===== config.mk =====
export PLATFORM = sky130hd
export DESIGN_NAME = enc8_3_pend
export DESIGN_NICKNAME = d
export VERILOG_FILES = /design/src/rtl/enc8_3_pkg.sv /design/src/rtl/enc8_3_prio.sv /design/src/rtl/enc8_3_pend.sv
export SDC_FILE = /design/constraint.sdc
export NUM_CORES = 1
export LEC_CHECK = 0
export BUFFER_PORTS_ARGS = -buffer_cell sky130_fd_sc_hd__buf_2
export CORE_MARGIN = 2
export CORE_UTILIZATION = 50
export DETAILED_ROUTE_END_ITERATION = 8
export PLACE_DENSITY = 0.7
export SLEW_MARGIN = 10
export SYNTH_ARGS = -nofsm -noshare
export SYNTH_HDL_FRONTEND = slang
export SYNTH_HIERARCHICAL = 1
export SYNTH_SLANG_ARGS = --single-unit

===== constraint.sdc =====
create_clock -name clk -period 3.3 [get_ports clk]
set_clock_uncertainty 0.1 [all_clocks]
set_input_delay 0.165 -clock clk [delete_from_list [all_inputs] [get_ports clk]]
set_output_delay 0.165 -clock clk [all_outputs]
set_load 0.05 [all_outputs]

===== src/rtl/enc8_3_pkg.sv =====
// Shared widths, state encoding and helpers for the enc8_3 request encoder.
package enc8_3_pkg;

    localparam int unsigned REQ_W  = 8;
    localparam int unsigned CODE_W = 3;

    typedef enum logic {IDLE, BUSY} state_e;

    // One-hot mask for a binary code.
    function automatic logic [REQ_W-1:0] onehot(input logic [CODE_W-1:0] code);
        logic [REQ_W-1:0] mask;
        mask       = '0;
        mask[code] = 1'b1;
        return mask;
    endfunction

endpackage


===== src/rtl/enc8_3_prio.sv =====
// Combinational request selector for enc8_3_pend; holds no state.
// Build option ENC8_3_ROUND_ROBIN_EN: scan upward from start (start, start+1, ... mod 8).
// Default build: scan downward from start-1 (start tied to 0 gives highest index first).
module enc8_3_prio
    import enc8_3_pkg::*;
(
    input  logic [REQ_W-1:0]  cand,
    input  logic [CODE_W-1:0] start,
    output logic [CODE_W-1:0] code,
    output logic              any
);

    logic [CODE_W-1:0] idx;

    // First set candidate in scan order wins.
    always_comb begin
        code = '0;
        any  = 1'b0;
        idx  = '0;
        for (int i = 0; i < REQ_W; i++) begin
`ifdef ENC8_3_ROUND_ROBIN_EN
            idx = start + CODE_W'(i);
`else
            idx = start - CODE_W'(1) - CODE_W'(i);
`endif
            if (!any && cand[idx]) begin
                any  = 1'b1;
                code = idx;
            end
        end
    end

endmodule


===== src/rtl/enc8_3_pend.sv =====
// 8-to-3 encoder with pending-request capture and a valid/ready output handshake.
// Build option ENC8_3_ROUND_ROBIN_EN: round-robin selection with a last-served pointer;
// default build uses fixed highest-index priority and has no pointer register.
module enc8_3_pend
    import enc8_3_pkg::*;
(
    input  logic              clk,
    input  logic              rst,
    input  logic [REQ_W-1:0]  X,
    input  logic              ready,
    input  logic              ovf_clr,
    output logic [CODE_W-1:0] Y,
    output logic              valid,
    output logic [REQ_W-1:0]  pend,
    output logic              ovf
);

    state_e            state_q, state_d;
    logic [CODE_W-1:0] y_q, y_d;
    logic [REQ_W-1:0]  pend_q, pend_d;
    logic              ovf_q, ovf_d;

    logic              busy;
    logic              load;
    logic              dup;
    logic [REQ_W-1:0]  cand;
    logic [CODE_W-1:0] start;
    logic [CODE_W-1:0] sel_code;
    logic              sel_any;

`ifdef ENC8_3_ROUND_ROBIN_EN
    logic [CODE_W-1:0] last_q, last_d;
    assign start = last_q + CODE_W'(1);
`else
    assign start = '0;
`endif

    enc8_3_prio u_prio (
        .cand  (cand),
        .start (start),
        .code  (sel_code),
        .any   (sel_any)
    );

    // Next-state: load a new code on handshake or idle, otherwise accumulate requests.
    always_comb begin
        busy    = (state_q == BUSY);
        load    = !busy || ready;
        cand    = pend_q | X;
        // Re-request of something already pending, or of the stalled presented code.
        dup     = (|(X & pend_q)) || (busy && !ready && X[y_q]);
        state_d = state_q;
        y_d     = y_q;
        pend_d  = pend_q;
`ifdef ENC8_3_ROUND_ROBIN_EN
        last_d  = last_q;
`endif
        if (load) begin
            if (sel_any) begin
                state_d = BUSY;
                y_d     = sel_code;
                pend_d  = cand & ~onehot(sel_code);
`ifdef ENC8_3_ROUND_ROBIN_EN
                last_d  = sel_code;
`endif
            end else begin
                state_d = IDLE;
                pend_d  = '0;
            end
        end else begin
            // Presented code stays out of pend; a repeat of it is merged.
            pend_d = (pend_q | X) & ~onehot(y_q);
        end
        if (dup) begin
            ovf_d = 1'b1;
        end else if (ovf_clr) begin
            ovf_d = 1'b0;
        end else begin
            ovf_d = ovf_q;
        end
    end

    // State registers with synchronous reset.
    always_ff @(posedge clk) begin
        if (rst) begin
            state_q <= IDLE;
            y_q     <= '0;
            pend_q  <= '0;
            ovf_q   <= 1'b0;
`ifdef ENC8_3_ROUND_ROBIN_EN
            last_q  <= CODE_W'(7);
`endif
        end else begin
            state_q <= state_d;
            y_q     <= y_d;
            pend_q  <= pend_d;
            ovf_q   <= ovf_d;
`ifdef ENC8_3_ROUND_ROBIN_EN
            last_q  <= last_d;
`endif
        end
    end

    assign Y     = y_q;
    assign valid = (state_q == BUSY);
    assign pend  = pend_q;
    assign ovf   = ovf_q;

endmodule


==> results of run 1 <==
-- state kept, by name (all words and copies together) (netlist names) --
signal / count
Y: 3
pend: 8
ovf: 1
valid: 1
-- kinds of logic after synthesis --
logic type               share of synthesized area, %
AND/OR/NAND/NOR                                  19.2
adder cells (fa/ha/maj)                          1.55
other                                           0.233
multiplexers                                     30.0
XOR/XNOR                                         3.50
buffers and inverters                            9.10
flip-flops                                       16.2
AO/OA/AOI/OAI                                    20.2
-- area by class of cell --
| type | count | area, sq um |
|---|---|---|
| fill | 298 | 1310 |
| multi-input combinational | 150 | 1220 |
| tap | 44 | 55.1 |
| inverter | 13 | 48.8 |
| sequential | 13 | 260 |
| timing repair buffer | 25 | 128 |
| clock buffer | 4 | 26.3 |
-- routing by layer --
layer	GRT usage, %	part of all wire [%]	vias to the layer above
li1	-	-	735
met2	33.3	46	59
met4	1.86	0.19	0
met5	0	0	-
met1	32.3	47	705
met3	4.26	6.6	2
-- worst max-delay path, stage by stage, from the launching register on --
cell and delay (ns):
dfxtp_1 0.33, or2_2 0.34, mux4_1 0.59, mux2i_2 0.29, o21ai_1 0.12, a22oi_1 0.21, o21ai_1 0.10, a32o_2 0.28
or3b_1 0.38, a21oi_1 0.18, a2111oi_0 0.10
-- worst max path at each step --
stage	endpoint	slack [ns]	depth (start not counted)
6_report	pend[1]$_SDFF_PP0_	0.14	10
4_1_cts	pend[0]$_SDFF_PP0_	0.04	9
3_3_place_gp	pend[0]$_SDFF_PP0_	0.11	11
5_1_grt	pend[3]$_SDFF_PP0_	0.01	11
3_5_place_dp	pend[0]$_SDFF_PP0_	0.02	9
2_1_floorplan	pend[1]$_SDFF_PP0_	0.1	11
-- report_power, final --
part            total, W  switching (W)  internal (W)
Clock          0.0000988      0.0000519     0.0000468
Sequential      0.000205      0.0000255      0.000180
Combinational   0.000480       0.000290      0.000190
-- cell usage after synthesis (all sizes together) --
library cell	number	share of area [%]
buf	9	4.7
nand2b	4	1.6
nand3b	3	1.4
a31oi	2	0.78
or2	2	0.78
xnor2	2	1.1
a211oi	1	0.47
a311oi	2	1.1
ha	2	1.6
a222oi	1	0.62
clkbuf	5	1.4
o31ai	1	0.47
a311o	1	0.62
a21oi	15	4.9
xor2	1	1.0
a221oi	1	0.54
or3	1	0.39
a22oi	3	1.4
or3b	2	1.1
nand3	9	2.8
nor2	17	4.0
and2b	1	0.54
o21a	1	0.47
o31a	1	0.54
mux2i	13	8.3
nor3	1	0.31
nand4	1	0.78
mux4	12	17
xnor3	1	1.4
inv	13	3.0
and2	3	1.2
o211ai	1	0.47
nand2	14	3.3
nor2b	3	1.2
o221ai	1	0.54
a2111oi	6	3.3
mux2	6	4.4
o21ai	9	2.8
a32o	2	1.2
dfxtp	13	16
conb	1	0.23
-- per-stage QoR --
stage	setup slack [ns]	hold slack, ns	utilization (%)
after CTS	0.0419	0.101	56.8
after global routing	0.00958	0.127	57.1
after floorplan	0.0991	0.148	-
final	0.141	0.114	57.1
after detailed placement	0.0233	0.398	55.9
after global placement	0.112	0.381	55.9
==> flow_summary.yaml, run 1 <==
outcome:
  status: "completed"
sta:
  slew_headroom_pct: 57.5
  fmax_mhz: 317
  fin_crit_ns: 3.16
  setup_viol: 0
  tightest_slew_ns: 0.636
  timing.final.crit_share_pct: 95.7
  hold_viol: 0
  rsz0062_at_grt: "false"
  slew_violations: 0
  tns_ns: 0
clock_tree:
  clk_path_buf_depth: 2
  clk_pin_slew_ns: 0.07
  cts_sinks: 13
  cts_max_level: 1
  cts_tree: "yes"
  postCtsSetupBuffers: 0
  cts_buffers: 3
  hold_buffers: 0
  clock_tree.root_cell: "clkbuf_4"
  cts_resized: 1
  clk_latency_ns: 0.28
detailed_routing:
  vias: 1501
  wl_per_cell_um: 14.9
  drtIter0Drc: 88
  drc: 0
  via_per_inst: 6.03
  routed_wl_mm: 3.72
  ant_nets: 0
  drt_pass1_iterations: 4
global_routing:
  grt_max_degree: 25
  grt-ovfl-total: 0
  grt_pass1_vias: 1332
  grt_util_all_layers_pct: 21.5
  grt_pass1_wl_mm: 6.07
  grt_antenna_before_repair: 0
finish:
  nNetsFinal: 220
  fin_cells: 249
  num_antenna_cells: 0
  final_cell_mix: "buf_2, nor2_1, nand2_1, a21oi_1"
  final_common_cell: "buf_2"
  drive_above_1_share_pct: 25.9
  final_area_sq_mm: 0.00174
  area_growth_pct: 8.32
logic_synthesis:
  ys_seq_area_share_pct: 16.2
  yosys_register_bits: 13
  avgSynthCellArea_sq_um: 8.60
  netlist_area_sq_mm: 0.00161
  yosysWarnings: 6
  netlist_instances: 187
  synth_cell_types: 50
critical_path:
  crit_required_ns: 3.33
  cp-startpoint: "pend[7]$_SDFF_PP0_"
  end_kind: "flip-flop"
  crit_path_max_fanout: 9
  start_kind: "flip-flop"
  crit_arrival_ns: 3.19
  worstSetupPathType: "flip-flop to flip-flop"
  reg2reg_setup_slack_ns: 0.14
  worst_r2r_path_depth: 10
  worstReg2RegStart: "pend[7]$_SDFF_PP0_"
  r2r-end: "pend[1]$_SDFF_PP0_"
placed_design:
  gp_congestion: 0.849
  dp_hpwl_mm: 2.91
  numPortBuffers: 24
  place_area_sq_mm: 0.00171
  dp.cells: 245
floorplan:
  start_util_pct: 52.7
  core.rowCount: 20
  fp.dieArea_sq_mm: 0.00369
  die_y_um: 60.7
  die_w_um: 60.7
  core_area_sq_mm: 0.00305
  num_io_pins: 25
job:
  drv_cap: 0
pwr:
  fin_total_pwr_w: 0.000784
  power.density_mw_per_mm2: 450
  peakVddDrop_v: 0.000290
  p_leak_nw: 0.696
min_path:
  hold_path.class: "input pin to flip-flop"
  hold_path_depth: 3
  min_delay_worst_endpoint: "ovf$_SDFFE_PP0P_"
  hp-start: "X[6]"
Note: power is estimated with default switching activity, not from simulation.
==> run 2, diff against run 1 <==
Settings changed: CORE_UTILIZATION 50 to 48, PLACE_DENSITY 0.7 to 0.74, REMOVE_ABC_BUFFERS set to 1, SYNTH_HIERARCHICAL 1 to not set.
==> flow_summary.yaml, run 2 <==
clock_tree:
  cts_buffers: 3
  cts_max_level: 1
  clk_path_buf_depth: 2
  clk_pin_slew_ns: 0.08
  hold_buffers: 0
  clk_latency_ns: 0.29
  postCtsSetupBuffers: 0
  cts_resized: 0
  clock_tree.root_cell: "clkbuf_4"
  cts_tree: "yes"
  cts_sinks: 13
detailed_routing:
  wl_per_cell_um: 16.2
  routed_wl_mm: 2.03
  ant_nets: 0
  drc: 0
  via_per_inst: 6.27
  vias: 784
  drt_pass1_iterations: 4
  drtIter0Drc: 16
pwr:
  switchingPower_w: 0.000163
  p_leak_nw: 0.368
  p_int_w: 0.000252
  pwr-share-seq_pct: 45.6
  peakVddDrop_v: 0.000352
  switching_share_pct: 39.3
  p_comb_share_pct: 29.3
  p_clk_share_pct: 25.1
  power.density_mw_per_mm2: 470
  fin_total_pwr_w: 0.000416
floorplan:
  start_util_pct: 50.8
  core.rowCount: 14
  core_area_sq_mm: 0.00149
  die_w_um: 43.7
  fp.dieArea_sq_mm: 0.00191
  die_y_um: 43.7
  num_io_pins: 25
logic_synthesis:
  synth_cell_types: 30
  yosysTopAreaCellShare_pct: 34.4
  yosys_register_bits: 13
  synth_commonest_cells: "nor2_1, dfxtp_1, nor3_1"
  yosysMostFrequentCell: "nor2_1"
  synth_edf_count: 0
  avgSynthCellArea_sq_um: 8.79
  synth_ff_type: "dfxtp_1"
  async_flop_share_pct: 0
  yosysWarnings: 0
  netlist_instances: 86
  ys_seq_area_share_pct: 34.4
  ys_top_cells_by_area: "dfxtp_1, nor2_1, a2111oi_0, nor4_4, mux2i_1"
  yosys.area.top_type: "dfxtp_1"
  netlist_area_sq_um: 756
global_routing:
  grt-ovfl-total: 0
  grt_max_degree: 14
  grt_antenna_before_repair: 0
  grt_pass1_vias: 673
  grt_pass1_wl_mm: 3.14
  grt_util_all_layers_pct: 22.5
sta:
  rsz0062_at_grt: "false"
  tns_ns: 0
  fin_crit_ns: 1.55
  worst_hold_slack_ns: 0.106
  hold_viol: 0
  slew_headroom_pct: 72.6
  setup_viol: 0
  fin_ws_ns: 1.75
  fmax_mhz: 644
  timing.final.crit_share_pct: 47.1
  slew_violations: 0
  tightest_slew_ns: 0.401
finish:
  final_cell_mix: "buf_2, nor2_1, dfxtp_1"
  largest_register_ffs: 8
  drive_above_1_share_pct: 29.4
  area_growth_pct: 16.9
  num_antenna_cells: 0
  nNetsFinal: 122
  final_common_cell: "buf_2"
  final_area_sq_um: 883
critical_path:
  crit_required_ns: 3.40
  worstSetupPathType: "flip-flop to flip-flop"
  crit_path_max_fanout: 6
  start_kind: "flip-flop"
  crit_arrival_ns: 1.65
  end_kind: "flip-flop"
placed_design:
  dp_hpwl_mm: 1.50
  dp_slack_ns: 1.78
  gp_congestion: 0.987
  numPortBuffers: 24
  place_area_sq_um: 857
job:
  drv_cap: 0
min_path:
  hold_path.class: "input pin to flip-flop"
outcome:
  status: "completed"
-- run 2: changes by cell type after synthesis, sizes merged, moves of 7 or more --
cell   before  now
a21oi      15    3
o21ai       9    0
nand3       9    2
nand2      14    4
mux4       12    0
mux2i      13    3
inv        13    4
-- run 2: critical path, stage by stage (launching register included) --
cell	delay (ns)
dfxtp_1	0.36
nor4_4	0.40
a41oi_2	0.28
a311oi_1	0.32
-- run 2: cells by family after synthesis --
group	synth area share [%]
mux	3.97
flops	34.4
compound gates	26.0
buf+inv	7.12
simple gates	28.5
-- run 2: layer usage --
metal	vias to the layer above	part of all wire, %	global-route usage, %
li1	383	-	-
met1	360	44	30.0
met2	36	47	35.3
met3	5	6.9	2.50
met4	0	2.0	12.7
met5	-	0	0
-- run 2: layout make-up --
cell class | instances | area [sq um]
fillers | 163 | 606
repair buffers | 24 | 120
multi-input cells | 64 | 442
flip-flops and latches | 13 | 260
inverters | 4 | 15.0
clock buffers | 4 | 26.3
well taps | 16 | 20.0
-- run 2: worst paths after layout --
check	to	depth (start not counted)	start	slack, ns
worst max-delay path	Y[2]$_SDFFE_PP0P_	3	pend[5]$_SDFF_PP0_	1.75
worst min-delay path	ovf$_SDFFE_PP0P_	2	rst	0.11
worst max register to register	Y[2]$_SDFFE_PP0P_	3	pend[5]$_SDFF_PP0_	1.75
worst min register to register	pend[0]$_SDFF_PP0_	2	pend[0]$_SDFF_PP0_	0.46
-- run 2: metrics by stage --
stage,utilization (%),cells
2_1_floorplan,-,81
4_1_cts,59.3,125
3_3_place_gp,57.6,121
3_5_place_dp,57.6,121
6_report,59.3,125
5_1_grt,59.3,125
-- run 2: power groups by stage --
stage / clock [W] / sequential (W) / combinational (W)
floorplan: 0 / 0.000233 / 0.0000407
global placement: 0 / 0.000192 / 0.000120
detailed placement: 0 / 0.000192 / 0.000120
CTS: 0.000106 / 0.000189 / 0.000121
global route: 0.000111 / 0.000192 / 0.000129
finish: 0.000104 / 0.000190 / 0.000122
==> run 3, diff against run 2 <==
Clock period 3.3 ns to 1.53 ns, I/O delays scaled along.
==> flow_summary.yaml, run 3 (synthesis gave the netlist of run 2 again) <==
sta:
  slew_violations: 0
  fin_crit_ns: 1.49
  timing.final.crit_share_pct: 97.7
  hold_viol: 0
  rsz0062_at_grt: "true"
  tightest_slew_ns: 0.402
  fin_ws_ns: 0.0352
  setup_viol: 0
  slew_headroom_pct: 73.0
  fmax_mhz: 669
floorplan:
  core.rowCount: 14
  fp.dieArea_sq_mm: 0.00191
  start_util_pct: 50.8
  die_y_um: 43.7
  die_w_um: 43.7
  num_io_pins: 25
  core_area_sq_mm: 0.00149
job:
  drv_cap: 0
critical_path:
  slowest_stage: "nor4_4"
  end_kind: "flip-flop"
  crit_arrival_ns: 1.54
  worstReg2RegStart: "pend[7]$_SDFF_PP0_"
  cpPeakStageDelay_ns: 0.40
  crit_chain: "nor4_4 -> nand3_1 -> nor2_1 -> a2111oi_1"
  crit_required_ns: 1.57
  cp-startpoint: "pend[7]$_SDFF_PP0_"
  worstSetupPathType: "flip-flop to flip-flop"
  start_kind: "flip-flop"
  crit_path_max_fanout: 5
finish:
  regArea_sq_um: 264
  final_cell_mix: "buf_2, nor2_1, dfxtp_1"
  fin_cells: 129
  nNetsFinal: 126
  finish.utilization_pct: 61.7
  drive_above_1_share_pct: 32.7
  multi_input_comb_area_sq_um: 443
  area_growth_pct: 21.5
  final_common_cell: "buf_2"
  fillerInstances: 139
  final_area_sq_um: 918
  num_antenna_cells: 0
  largest_register_ffs: 8
detailed_routing:
  vias: 811
  drt_pass1_iterations: 4
  via_per_inst: 6.29
  wl_per_cell_um: 15.3
  drtIter0Drc: 21
  ant_nets: 0
  drc: 0
  routed_wl_mm: 1.97
clock_tree:
  cts_buffers: 3
  cts_tree: "yes"
  cts_sinks: 13
  clk_latency_ns: 0.28
  clk_path_buf_depth: 2
  clock_tree.root_cell: "clkbuf_4"
  clk_pin_slew_ns: 0.08
  cts_max_level: 1
global_routing:
  grt_pass1_vias: 754
  grt_util_all_layers_pct: 22.8
  grt_antenna_before_repair: 0
  grt_pass1_wl_mm: 3.25
  grt_max_degree: 14
  grt-ovfl-total: 0
placed_design:
  place_area_sq_um: 880
  dp.cells: 124
  dp_hpwl_mm: 1.55
  numPortBuffers: 24
  dp_slack_ns: 0.00376
  gp_congestion: 0.891
pwr:
  peakVddDrop_v: 0.000654
  power.density_mw_per_mm2: 974
  p_leak_nw: 0.389
min_path:
  hp-start: "X[0]"
  hold_path.class: "input pin to flip-flop"
outcome:
  status: "completed"
-- run 3: cell count changes in the layout (fill, tap and decap cells not counted) --
| cell | before | now |
|---|---|---|
| dfxtp_1 | 13 | 12 |
| dfxtp_4 | 0 | 1 |
| a2111oi_1 | 0 | 1 |
| buf_4 | 0 | 4 |
| a2111oi_0 | 5 | 4 |
-- run 3: metal layers --
| layer | global-route usage, % | routed length, um |
|---|---|---|
| met2 | 37.9 | 932 |
| met5 | 0 | 0 |
| met3 | 5.00 | 187 |
| met4 | 13.3 | 61 |
| met1 | 26.6 | 788 |
-- run 3: path summary, 6_finish.rpt --
kind              cells after the start  slack (ns)                 end
hold / removal                        3        0.04  pend[0]$_SDFF_PP0_
setup / recovery                      4        0.04  pend[0]$_SDFF_PP0_
setup reg to reg                      4        0.04  pend[0]$_SDFF_PP0_
hold reg to reg                       2        0.45    ovf$_SDFFE_PP0P_
-- run 3: through the flow --
step | TNS (ns) | power, W | hold slack, ns
final | 0 | 0.000894 | 0.0381
after detailed placement | 0 | 0.000685 | 0.322
after CTS | 0 | 0.000898 | 0.0223
after global routing | -0.322 | 0.000943 | 0.0538
after floorplan | -0.586 | 0.000591 | 0.0456
after global placement | 0 | 0.000682 | 0.311
-- run 3: layout make-up --
cell class / count / area share [%]
flip-flops and latches: 13 / 28.7
multi-input cells: 64 / 48.2
clock buffers: 4 / 2.86
inverters: 4 / 1.63
well taps: 16 / 2.18
repair buffers: 28 / 16.3
-- run 3: power by group --
group / switching (W) / leakage [nW] / internal [W]
combinational: 0.000192 / 0.264 / 0.0000865
sequential: 0.0000360 / 0.109 / 0.000364
clock: 0.000114 / 0.0150 / 0.000101
total: 0.000343 / 0.389 / 0.000552
-- run 3: timing repair --
item                       CTS  global route
pin swaps                    1             3
setup endpoints to repair    1             8
buffers inserted             0             1
hold endpoints to repair     0             0
gates resized for setup      0             3
hold buffers                 0             0
-- run 3: worst max-delay path, delay by kind of cell, from the launching register on --
family / cells / cell delay, ns
simple gates: 3 / 0.81
compound gates: 1 / 0.10
flops: 1 / 0.36
